[config.mk]
export PLATFORM = sky130hd
export DESIGN_NAME = if_stage
export DESIGN_NICKNAME = d
export VERILOG_FILES = /design/src/rtl/riscv_pkg.sv /design/src/rtl/if_id_reg.sv /design/src/rtl/if_stage.sv
export SDC_FILE = /design/constraint.sdc
export NUM_CORES = 1
export LEC_CHECK = 0
export CORE_MARGIN = 10
export CORE_UTILIZATION = 48
export CTS_BUF_LIST = sky130_fd_sc_hd__clkbuf_16
export DETAILED_ROUTE_END_ITERATION = 7
export GPL_ROUTABILITY_DRIVEN = 0
export GPL_TIMING_DRIVEN = 0
export PLACE_DENSITY = 0.81
export SLEW_MARGIN = 5
export SYNTH_ARGS = -nofsm -noshare
export SYNTH_HDL_FRONTEND = slang
export SYNTH_HIERARCHICAL = 1
export SYNTH_SLANG_ARGS = --single-unit
export TNS_END_PERCENT = 30
[constraint.sdc]
create_clock -name clk -period 3.9 [get_ports clk]
set_input_delay 0.585 -clock clk [delete_from_list [all_inputs] [get_ports clk]]
set_output_delay 0.585 -clock clk [all_outputs]
set_load 0.02 [all_outputs]
[src/rtl/riscv_pkg.sv]
// ============================================================================
// Module  : riscv_pkg
// Brief   : Shared RV32I constants, opcodes and pipeline register types.
// Revision: 1.0
// ============================================================================
`default_nettype none

package riscv_pkg;

    localparam int XLEN = 32;

    localparam logic [XLEN-1:0] NOP_INSTR = 32'h0000_0013;

    localparam logic [6:0] OP_R      = 7'b0110011;
    localparam logic [6:0] OP_I      = 7'b0010011;
    localparam logic [6:0] OP_LOAD   = 7'b0000011;
    localparam logic [6:0] OP_STORE  = 7'b0100011;
    localparam logic [6:0] OP_BRANCH = 7'b1100011;
    localparam logic [6:0] OP_LUI    = 7'b0110111;
    localparam logic [6:0] OP_AUIPC  = 7'b0010111;
    localparam logic [6:0] OP_JAL    = 7'b1101111;

    typedef struct packed {
        logic            valid;
        logic [XLEN-1:0] pc;
        logic [XLEN-1:0] pc_plus4;
        logic [XLEN-1:0] instr;
    } if_id_t;

    // What the fetch stage does on the coming edge.
    typedef enum logic [1:0] {
        FETCH_ADVANCE  = 2'd0,
        FETCH_HOLD     = 2'd1,
        FETCH_REDIRECT = 2'd2,
        FETCH_OOR      = 2'd3
    } fetch_action_e;

    localparam if_id_t IF_ID_RESET = '{
        valid:    1'b0,
        pc:       32'h0000_0000,
        pc_plus4: 32'h0000_0004,
        instr:    NOP_INSTR
    };

endpackage

`default_nettype wire

[src/rtl/if_id_reg.sv]
// ============================================================================
// Module  : if_id_reg
// Brief   : IF/ID pipeline register with hold and bubble-insert controls.
// Revision: 1.0
// ============================================================================
`default_nettype none

module if_id_reg
    import riscv_pkg::*;
(
    input  logic   clk,
    input  logic   rst,
    input  logic   hold,
    input  logic   bubble,
    input  if_id_t entry_in,
    output if_id_t entry_out
);

    if_id_t entry_q;
    if_id_t entry_d;

    // A bubble keeps the PC fields so the decoder sees a stable context.
    always_comb begin
        entry_d = entry_q;
        if (bubble) begin
            entry_d.valid = 1'b0;
            entry_d.instr = NOP_INSTR;
        end else if (!hold) begin
            entry_d = entry_in;
        end
    end

    always_ff @(posedge clk or posedge rst) begin
        if (rst) begin
            entry_q <= IF_ID_RESET;
        end else begin
            entry_q <= entry_d;
        end
    end

    assign entry_out = entry_q;

endmodule

`default_nettype wire

[src/rtl/if_stage.sv]
// ============================================================================
// Module  : if_stage
// Brief   : RV32I instruction fetch: PC, next-PC select, fault and counter.
// Revision: 1.0
// ============================================================================
`default_nettype none

module if_stage
    import riscv_pkg::*;
#(
    parameter logic [31:0] RESET_PC   = 32'h0000_0000,
    parameter int          IMEM_WORDS = 128
) (
    input  logic        clk,
    input  logic        rst,
    input  logic        stall,
    input  logic        redirect_valid,
    input  logic [31:0] redirect_pc,
    output logic [31:0] imem_addr,
    input  logic [31:0] imem_rdata,
    output logic        if_id_valid,
    output logic [31:0] if_id_pc,
    output logic [31:0] if_id_pc_plus4,
    output logic [31:0] if_id_instr,
    output logic        fetch_fault,
    output logic [31:0] fetch_count
);

    localparam logic [32:0] c_imem_bytes = 33'(IMEM_WORDS) * 33'd4;

    logic [XLEN-1:0] pc_q;
    logic [XLEN-1:0] pc_d;
    logic            fault_q;
    logic            fault_d;
    logic [31:0]     count_q;
    logic [31:0]     count_d;

    fetch_action_e   action;
    logic            pc_in_range;
    logic [XLEN-1:0] pc_plus4;
    logic            id_hold;
    logic            id_bubble;
    if_id_t          id_entry_in;
    if_id_t          id_entry_out;

    assign pc_plus4    = pc_q + 32'd4;
    assign pc_in_range = ({1'b0, pc_q} < c_imem_bytes);

    always_comb begin
        action = FETCH_ADVANCE;
        if (redirect_valid) begin
            action = FETCH_REDIRECT;
        end else if (stall) begin
            action = FETCH_HOLD;
        end else if (!pc_in_range) begin
            action = FETCH_OOR;
        end
    end

    always_comb begin
        pc_d      = pc_q;
        fault_d   = fault_q;
        count_d   = count_q;
        id_hold   = 1'b0;
        id_bubble = 1'b0;
        unique case (action)
            FETCH_REDIRECT: begin
                pc_d      = {redirect_pc[31:2], 2'b00};
                id_bubble = 1'b1;
                if (redirect_pc[1:0] != 2'b00) begin
                    fault_d = 1'b1;
                end
            end
            FETCH_HOLD: begin
                id_hold = 1'b1;
            end
            // PC keeps advancing so trap logic sees a well-defined address.
            FETCH_OOR: begin
                pc_d      = pc_plus4;
                id_bubble = 1'b1;
                fault_d   = 1'b1;
            end
            default: begin
                pc_d    = pc_plus4;
                count_d = count_q + 32'd1;
            end
        endcase
    end

    always_ff @(posedge clk or posedge rst) begin
        if (rst) begin
            pc_q    <= RESET_PC;
            fault_q <= 1'b0;
            count_q <= 32'd0;
        end else begin
            pc_q    <= pc_d;
            fault_q <= fault_d;
            count_q <= count_d;
        end
    end

    assign id_entry_in = '{
        valid:    1'b1,
        pc:       pc_q,
        pc_plus4: pc_plus4,
        instr:    imem_rdata
    };

    if_id_reg u_if_id_reg (
        .clk       (clk),
        .rst       (rst),
        .hold      (id_hold),
        .bubble    (id_bubble),
        .entry_in  (id_entry_in),
        .entry_out (id_entry_out)
    );

    assign imem_addr      = pc_q;
    assign if_id_valid    = id_entry_out.valid;
    assign if_id_pc       = id_entry_out.pc;
    assign if_id_pc_plus4 = id_entry_out.pc_plus4;
    assign if_id_instr    = id_entry_out.instr;
    assign fetch_fault    = fault_q;
    assign fetch_count    = count_q;

endmodule

`default_nettype wire

==> metrics, run 1 <==
skew final=0.00698 ns; grt ovf=0; IR drop worst, VDD=0.000328 V; crit-path most repeated cell=buf_6; vias in the first global route=5916; first-pass GRT wire length=34500 µm; Post-layout nets=986; CP max stage delay=0.63 ns; outcome=finished, final reports clean; Placed Area=10200 µm²; Synth top area share=0.513; combinational share of power=0.241; Port Buffers=225; endpoints failing setup=0; CORE AREA=15400 µm²; post-CTS setup buffer count=0; total power=4.74 mW; Root Buffer=clkbuf_16; CP max stage cell=nor3_2; final wirelength=22200 µm; Worst Path Required=4.20 ns; Slew @ Worst Pin=0.901 ns; pwr dens=441 nW/µm²; Synth Instances=666; H-tree levels=4; commonest non-fill, non-tap cells in the layout=clkdlybuf4s50_1, dfrtp_1, mux2_2; final period utilization=0.797; largest net degree at the start of global routing=64; ANT nets after route=0; worst-path fanout max=10; DP Worst Slack=0.792 ns; Worst slew margin=0.391; CP startpoint kind=flip-flop; post-synthesis sequential area ratio=0.527; die area=21300 µm²; layout cell share with drive strength beyond 1=0.149; PostCTS Resize Cnt=0; I/O Pins=230; Pint=3.36 mW; Setup WS post-layout=0.793 ns; fmax=0.322 GHz; Net Sw Frac=0.290; Reg clk slew, reported paths=0.06 ns; CP Cell Sequence=buf_6, nor4_1, nand2_1, nor3_2, o21bai_1, buf_2, nor2_8, buf_6, mux2_2; Crit Path Category=reg2reg; Syn Area/Cell=11.4 µm²; chip height=146 µm; area grow syn2layout=41.3%; drt drc=0; fin cells=1141; Hold/Removal Path Class=reg2reg; final core utilization=0.699; CTS tree=yes; CTS Sinks=160; ys async rst share=1.00; sequential power share=0.420; dpl cells=1108; 1st-iter DRT viols=313; Period minus WS final=3.11 ns; vias=5918; warnings from Yosys=6; #FFs+latches synth=160; latest clock arrival within the worst-skew pair=0.43 ns; Static Leak=4.48 nW; Slew Viols, Final=0; Num CTS Buffers=17; prevailing post-synth register cell=dfrtp_1; Clock Tree Buf Depth=2; Clk network pwr share=0.339; Max-Cap Viols=0; Die W=146 µm; HPWL Detailed=16800 µm; design area=10700 µm²; Rows=45; drt wl/cell=19.5 µm; commonest non-fill, non-tap cell in the layout=clkdlybuf4s50_1; Crit. End Element=flip-flop; GRT Util Overall=0.206; number of synthesized flops with an enable pin=0; Initial Util=0.495; CTS Hold Bufs=0; Synth area leader=dfrtp_1; Post-Syn Area=7600 µm²; largest cells by area after synthesis=dfrtp_1, mux2_2, xnor2_1; count of cell types in the netlist=41; vias per cell=5.19; DRT Pass-1 Iters=4; RSZ-0062 raised after global routing=false; Fin. Hold Viols=0; switching power of the nets=1.37 mW; WP data arrival=3.41 ns; initial antenna violation count=1
==> cells in the mapped netlist (12+ instances only) <==
| cell | number |
|---|---|
| xor2_1 | 37 |
| clkbuf_1 | 16 |
| nand4_1 | 27 |
| nor2_1 | 56 |
| xnor2_1 | 51 |
| o21ai_0 | 19 |
| nand3_1 | 26 |
| and3_1 | 14 |
| nand2_1 | 58 |
| mux2_2 | 60 |
| mux2i_1 | 31 |
| buf_2 | 12 |
| nor3_1 | 12 |
| dfrtp_1 | 156 |
==> cells by family (layout without fill, tap and decap cells) <==
family	count (synthesis)	count (layout)	share of synthesized area
xor gates and xnor gates	88	88	0.101
buffers and inverters	48	306	0.0365
other	2	8	0.000988
and+or+nand+nor	235	235	0.167
muxes	97	97	0.139
AOI/OAI and AO/OA	34	34	0.0250
DFF	160	160	0.527
adders and majority gates	2	2	0.00329
==> worst max-delay path, delay by kind of cell, from the launching register on <==
family / cells / cell delay [ns]
AOI/OAI and AO/OA: 1 / 0.19
buffers and inverters: 3 / 0.62
DFF: 1 / 0.41
muxes: 1 / 0.36
and+or+nand+nor: 4 / 1.40
==> area by class of cell <==
class	instances	area [µm²]
multi-input cells	463	3330
inverters	6	27.5
fillers	1149	4630
diodes	1	2.50
flip-flops and latches	160	4010
well taps	211	264
plain buffers	42	255
clock inverters	15	145
repair buffers	226	2280
clock buffers	17	425
==> power by group through the flow <==
stage          Combinational (mW)  Sequential (mW)  Clock [mW]
2_1_floorplan               0.339             2.23           0
3_3_place_gp                 1.14             2.01           0
3_5_place_dp                 1.15             2.02           0
4_1_cts                      1.16             1.99        1.63
5_1_grt                      1.21             2.02        1.70
6_report                     1.14             1.99        1.61
==> final timing paths <==
path                                from                        end  slack (ns)  cells past startpoint
setup / recovery           imem_addr[11]  u_if_id_reg/entry_out[82]        0.79                      9
hold / removal               fetch_fault                fetch_fault        0.46                      1
setup reg to reg           imem_addr[11]  u_if_id_reg/entry_out[82]        0.79                      9
hold reg to reg              fetch_fault                fetch_fault        0.46                      1
max in group asynchronous            rst   u_if_id_reg/entry_out[1]        2.53                      3
min in group asynchronous            rst  u_if_id_reg/entry_out[57]        0.64                      2
==> state kept, by name, indices dropped and copies added, names as in the netlist <==
signal,cells
fetch_count,32
fetch_fault,1
imem_addr,30
u_if_id_reg/entry_out,97
==> per-stage QoR <==
stage               hold WS, ns  setup TNS, ns
floorplan                 0.565              0
finish                    0.456              0
global placement          0.441         -83.26
detailed placement        0.445              0
CTS                       0.459              0
global route              0.477              0
==> per-layer routing <==
metal / global-route usage / up-vias / routed length, µm
met3: 0.0751 / 20 / 1650
met5: 0 / - / 0
met1: 0.244 / 2930 / 9220
li1: - / 2798 / -
met2: 0.339 / 170 / 11000
met4: 0.0657 / 0 / 382
No activity file was read; power rests on OpenSTA's default activity.
==> run 2, diff against run 1 <==
--- a/config.mk
+++ b/config.mk
@@ -6,12 +6,12 @@
 export NUM_CORES = 1
 export LEC_CHECK = 0
 export CORE_MARGIN = 10
-export CORE_UTILIZATION = 48
+export CORE_UTILIZATION = 43
 export CTS_BUF_LIST = sky130_fd_sc_hd__clkbuf_16
 export DETAILED_ROUTE_END_ITERATION = 7
 export GPL_ROUTABILITY_DRIVEN = 0
 export GPL_TIMING_DRIVEN = 0
-export PLACE_DENSITY = 0.81
+export PLACE_DENSITY = 0.76
 export SLEW_MARGIN = 5
 export SYNTH_ARGS = -nofsm -noshare
 export SYNTH_HDL_FRONTEND = slang
==> constraint.sdc (replaced) <==
create_clock -name clk -period 2.6 [get_ports clk]
set_input_delay 0.39 -clock clk [delete_from_list [all_inputs] [get_ports clk]]
set_output_delay 0.39 -clock clk [all_outputs]
set_load 0.02 [all_outputs]
==> metrics, run 2 (synthesis gave the netlist of run 1 again) <==
outcome=finished, final reports clean; Die W=153 µm; fmax=0.396 GHz; FILL cells=1419; endpoints failing setup=0; Crit Path Category=reg2reg; DP Worst Slack=-0.503 ns; Reg clk slew, reported paths=0.06 ns; drt wl/cell=20.0 µm; reg2reg end=u_if_id_reg/entry_out[42]; largest net degree at the start of global routing=64; DRT Pass-1 Iters=6; r2r worst-path depth=9; H-tree levels=4; chip height=153 µm; Critical R2R Launch=imem_addr[24]; Slew Viols, Final=0; pwr dens=660 nW/µm²; vias=6007; drt drc=0; Max-Cap Viols=0; die area=23400 µm²; Post-layout nets=999; Largest register FFs=97; ANT nets after route=0; 1st-iter DRT viols=269; IR drop worst, VDD=0.000447 V; vias in the first global route=6204; grt ovf=0; worst-path fanout max=10; CTS Hold Bufs=0; commonest non-fill, non-tap cells in the layout=clkdlybuf4s50_1, dfrtp_1, mux2_2; Hold/Removal Path Class=in2reg; end of the worst hold path=imem_addr[19]; Worst path top cell family by delay=simple AND/OR/NAND/NOR gates; initial antenna violation count=0; total power=7.27 mW; Num CTS Buffers=17; first-pass GRT wire length=36400 µm; CP max stage delay=0.41 ns; final period utilization=0.972; area grow syn2layout=44.8%; layout cell share with drive strength beyond 1=0.167; HPWL Detailed=17400 µm; n_diodes=0; crit-path most repeated cell=buf_6; final wirelength=23400 µm; FF+latch area=4010 µm²; CP max stage cell=dfrtp_1; Period minus WS final=2.53 ns; CTS Sinks=160; Reg2Reg Setup Slack=0.07 ns; CP Cell Sequence=clkbuf_1, nor3_1, nand2_2, nor3_4, o21bai_2, buf_6, nor2_8, buf_6, mux2_2; Rows=48; CORE AREA=17300 µm²; WP data arrival=2.83 ns; CP startpoint kind=flip-flop; Root Buffer=clkbuf_16; vias per cell=5.15; Static Leak=4.62 nW; Clock Tree Buf Depth=2; GRT Util Overall=0.196; Worst slew margin=0.442; Slew @ Worst Pin=0.837 ns; latest clock arrival within the worst-skew pair=0.43 ns; skew final=0.00932 ns; crit path buf inv count=3; WHS Path Cells=2; commonest non-fill, non-tap cell in the layout=clkdlybuf4s50_1; Crit. End Element=flip-flop; final core utilization=0.636; Multi-input gate area=3390 µm²; Worst Path Required=2.90 ns; Fin. Hold Viols=0; Setup WS post-layout=0.0741 ns; CTS tree=yes; hold_sp=redirect_valid; Initial Util=0.440; Port Buffers=225; I/O Pins=230
[run 2: cell count changes in the layout (fill, tap and decap cells not counted), sizes merged]
cell	change
clkinv	-1
bufinv	+1
diode	-1
buf	+11
clkbuf	+1
nor2	+1
[run 2: area by class of cell]
type                    count  share of cell area
flip-flops and latches    160               0.364
inverters                   6             0.00261
clock inverters            15              0.0151
plain buffers              42              0.0258
repair buffers            238               0.220
multi-input cells         464               0.308
well taps                 225              0.0256
clock buffers              17              0.0386
[run 2: what timing repair did]
| action | 4_1_cts | 5_1_grt |
|---|---|---|
| resized for setup | 2 | 18 |
| pin swaps | 3 | 6 |
| buffers inserted | 5 | 4 |
| cloned | 0 | 2 |
| endpoints found under the setup margin | 98 | 73 |
[run 2: where the power goes]
part / leakage [nW] / switching [mW] / total, mW / internal, mW
combinational: 2.30 / 0.860 / 1.74 / 0.884
clock: 0.286 / 1.04 / 2.54 / 1.50
sequential: 2.04 / 0.212 / 2.99 / 2.78
[run 2: worst max path at each step]
stage | startpoint | to | depth (start not counted)
floorplan | imem_addr[23] | u_if_id_reg/entry_out[32] | 9
global placement | rst | imem_addr[30] | 2
detailed placement | imem_addr[23] | u_if_id_reg/entry_out[82] | 9
CTS | imem_addr[11] | u_if_id_reg/entry_out[84] | 9
global route | imem_addr[24] | u_if_id_reg/entry_out[39] | 9
finish | imem_addr[24] | u_if_id_reg/entry_out[42] | 9
[run 2: through the flow]
stage | setup TNS (ns) | hold WS [ns] | instances | instance area (µm²)
finish | 0 | 0.411 | 1167 | 11000
global route | -0.262 | 0.427 | 1167 | 11000
CTS | 0 | 0.408 | 1161 | 10900
detailed placement | -29.81 | 0.452 | 1124 | 10200
global placement | -87.44 | 0.441 | 1121 | 10200
floorplan | 0 | 0.511 | 671 | 7620
[run 2: metal layers]
| metal | vias to the layer above | global-route usage | share of wire |
|---|---|---|---|
| li1 | 2822 | - | - |
| met1 | 3001 | 0.239 | 0.43 |
| met2 | 153 | 0.324 | 0.50 |
| met3 | 31 | 0.0575 | 0.054 |
| met4 | 0 | 0.0658 | 0.018 |
| met5 | - | 0 | 0 |
==> run 3, diff against run 2 <==
--- a/config.mk
+++ b/config.mk
@@ -8,6 +8,7 @@
 export CORE_MARGIN = 10
 export CORE_UTILIZATION = 43
 export CTS_BUF_LIST = sky130_fd_sc_hd__clkbuf_16
+export CTS_CLUSTER_SIZE = 8
 export DETAILED_ROUTE_END_ITERATION = 7
 export GPL_ROUTABILITY_DRIVEN = 0
 export GPL_TIMING_DRIVEN = 0
==> results of run 3 <==
Same layout as run 2: the final DEF is identical, and so are final timing and power.
==> variant 1, RTL diff (config.mk and constraints of run 3) <==
Reset style: synchronous (`rst`), changed in 2 clocked blocks.
--- a/src/rtl/if_id_reg.sv
+++ b/src/rtl/if_id_reg.sv
@@ -32,3 +32,3 @@
 
-    always_ff @(posedge clk or posedge rst) begin
+    always_ff @(posedge clk) begin
         if (rst) begin
--- a/src/rtl/if_stage.sv
+++ b/src/rtl/if_stage.sv
@@ -89,3 +89,3 @@
 
-    always_ff @(posedge clk or posedge rst) begin
+    always_ff @(posedge clk) begin
         if (rst) begin
Behaviour: differs if rst is asserted again (counterexample within 4 cycles, from zero or initial values and one cycle with rst high); with rst held inactive, the same outputs for 4 cycles.
==> variant 1 against run 3 <==
Synthesized cell count rose by 31%; synthesized area fell by 0.31%; worst hold slack improved by 39 ps; setup slack improved by 8.1 ps; sequential cell count did not move; cell count rose by 17%; first-iteration DRC count rose by 100%; via count rose by 24%; non-clock buffer count rose by 33; count of clock-buffer cells in the layout did not move; final area fell by 0.25%; wire length rose by 12%; largest cell class is now multi-input gates.
Power is not compared: it rests on default switching activity, and its combinational part moved more than twofold at a synthesized area within 25%.
==> variant 1: results <==
{
  "worstHoldStart": "fetch_fault",
  "viasPerCell": 5.47,
  "dp.cells": 1329,
  "crit_slowest_cell": "or4_4",
  "drive_above_1_share_pct": 9.02,
  "max_slew_margin_pct": 55.9,
  "synthAdderAreaFrac_pct": 0.330,
  "crit-reg2reg-launch": "imem_addr[14]",
  "antenna_found_initial": 2,
  "muxShareOfSynthArea_pct": 5.15,
  "post_drt_wl_per_cell_um": 19.1,
  "numPortBuffers": 227,
  "status": "finished clean",
  "synth_compound_area_share_pct": 15.6,
  "netlist_top_cells_area": "dfxtp_1, or3b_1, a21oi_1",
  "grt_pass1_wl_um": 41100,
  "worstPathArrival_ps": 2890,
  "final_cells": 1367,
  "drt_iter0_drc": 538,
  "dp_hpwl_um": 19800,
  "syn-instance-count": 872,
  "cp-startpoint": "imem_addr[14]",
  "reg2regPathDepth": 7,
  "grt_max_degree": 17,
  "ys_seq_area_share_pct": 42.3,
  "synthArstFlopShare_pct": 0,
  "cpPeakStageDelay_ps": 580
}
==> variant 1: cell types whose count changed after synthesis, sizes merged, moves of 12 or more <==
cell    delta
xor2      -12
or3       +19
nor2      +25
xnor2     -20
or3b      +63
o21ai     +53
dfxtp    +160
clkbuf    +38
nand2     -19
a211oi    +18
mux2      -66
a21oi     +96
dfrtp    -156
==> variant 1: final cells by class <==
type                    instances  area [um2]  share of cell area, %
flip-flops and latches        160        3210                   29.2
multi-input cells             626        4060                   37.0
well taps                     225         282                   2.56
plain buffers                  80         427                   3.89
clock inverters                15         216                   1.97
clock buffers                  17         425                   3.87
repair buffers                233        2320                   21.1
inverters                      11        41.3                  0.376
==> variant 1: worst paths after layout <==
check                    endpoint  slack (ps)
hold reg to reg       fetch_fault         450
setup / recovery  fetch_count[15]          80
setup reg to reg  fetch_count[15]          80
hold / removal        fetch_fault         450
==> variant 1: timing repair <==
item | 4_1_cts | 5_1_grt
endpoints found under the setup margin | 16 | 114
resized for setup | 6 | 43
endpoints found under the hold margin | 0 | 0
setup buffers | 2 | 4
==> variant 1: cell families (layout without fill, tap and decap cells) <==
logic type / count (synthesis) / after routing
other: 2 / 7
AND/OR/NAND/NOR: 307 / 307
adder cells (fa/ha/maj): 2 / 2
multiplexers: 39 / 39
AO/OA/AOI/OAI: 215 / 215
flip-flops: 160 / 160
XOR/XNOR: 56 / 56
buffers and inverters: 91 / 356
==> variant 1: power breakdown <==
| part | switching [mW] | leakage, nW | internal, mW |
|---|---|---|---|
| sequential | 0.0871 | 1.30 | 2.53 |
| combinational | 0.414 | 2.09 | 0.376 |
| clock | 1.10 | 0.308 | 1.64 |
| total | 1.60 | 3.70 | 4.54 |
==> variant 1: through the flow <==
stage | hold WS (ps) | worst slack [ps]
3_5_place_dp | 441 | -361
2_1_floorplan | 515 | 60.3
6_report | 450 | 82.2
5_1_grt | 475 | -79.0
4_1_cts | 454 | 16.8
3_3_place_gp | 436 | -337
==> variant 1: layer usage <==
metal  global-route usage (%)  vias to the layer above  part of all wire, %
met5                        0                        -                0.069
met4                     6.40                        2                  2.0
met3                     7.56                       38                  9.3
met2                     36.2                      275                   49
met1                     25.1                     3538                   40
li1                         -                     3622                    -
==> variant 1: worst min-delay path, delay by kind of cell (launching register included) <==
kind | cells | cell delay [ps]
compound gates | 1 | 50
buf+inv | 1 | 50
flops | 1 | 310
==> variant 2, RTL diff (settings of run 3) <==
Made on the original files. Change the parameter `IMEM_WORDS` from 128 to 64.
--- a/src/rtl/if_stage.sv
+++ b/src/rtl/if_stage.sv
@@ -11,3 +11,3 @@
     parameter logic [31:0] RESET_PC   = 32'h0000_0000,
-    parameter int          IMEM_WORDS = 128
+    parameter int          IMEM_WORDS = 64
 ) (
Function: changed (a bounded check fails within 4 cycles, from zero or initial values and one cycle with rst high).
==> variant 2 against run 3 <==
Total power shrank 0.88%; synthesized area fell by 0.38%; wire length down 4.8%; clock skew up 9.2 ps; setup slack better by 32 ps; global-route usage is 0.86 points lower; sequential cell count is the same; via count shrank 3.2%; final area down 1.6%; synthesized cell count down 1.8%; critical path type unchanged.
==> variant 2: results <==
{
  "worstPathArrival_ps": 2790,
  "worstHoldStart": "fetch_count[31]",
  "placed_area_mm2": 0.0102,
  "nFillCells": 1417,
  "status": "finished clean",
  "nMultiInputCombCells": 454,
  "synthAdderAreaFrac_pct": 0.330,
  "met1_usage_pct": 22.1,
  "max_slew.worst_pin.slew_ps": 807,
  "drt_iter0_drc": 308,
  "power.leakage_nw": 4.55,
  "netlist_top_cells_area": "dfrtp_1, mux2_2, xnor2_1",
  "dp_hpwl_um": 16700,
  "synth_xor_area_share_pct": 10.2,
  "cpPeakStageDelay_ps": 390,
  "ir_drop_v": 0.000452,
  "yosysUniqueCellTypes": 42,
  "grtUsageTotal_pct": 18.7,
  "clkCellAreaFrac_pct": 5.41,
  "crit-reg2reg-launch": "imem_addr[15]",
  "internal_power_mw": 5.07,
  "drt-pass1-iter-count": 4,
  "grt_util_met3_pct": 5.73,
  "wl_met2_um": 11300,
  "ys_seq_area_share_pct": 52.9,
  "seq_share_pct": 37.0,
  "viasPerCell": 5.06,
  "fin_nets": 979,
  "route.met3.wl_um": 1350,
  "buffers": 270,
  "hold_class": "flop to flop",
  "muxShareOfSynthArea_pct": 13.8,
  "numPortBuffers": 226,
  "bufAreaShareNonClock_pct": 23.7,
  "wirelength_um": 22300,
  "wl_met1_um": 9310,
  "grt_pass1_wl_um": 35300,
  "antenna_found_initial": 2,
  "grt_pass1_vias": 6118,
  "final_cells": 1149,
  "syn_area_per_cell_um2": 11.6
}
-- variant 2: metrics by stage --
stage	util (%)	setup slack [ps]	power, mW
3_5_place_dp	58.9	-484	4.76
5_1_grt	62.6	-10.3	7.50
2_1_floorplan	-	189	3.86
4_1_cts	62.4	11.3	7.28
6_report	62.6	106	7.21
3_3_place_gp	58.6	-707	4.73
-- variant 2: worst paths after layout --
check	slack, ps	to	cells past startpoint
worst min register to register	480	fetch_count[31]	1
worst min-delay path	480	fetch_count[31]	1
worst max-delay path	110	u_if_id_reg/entry_out[50]	9
max in group asynchronous	1400	u_if_id_reg/entry_out[34]	3
worst max register to register	110	u_if_id_reg/entry_out[50]	9
min in group asynchronous	520	u_if_id_reg/entry_out[89]	2
-- variant 2: repair_timing --
item	in CTS	in global routing
gates resized for setup	5	7
setup endpoints to repair	66	66
pin swaps	2	3
buffers inserted	2	1
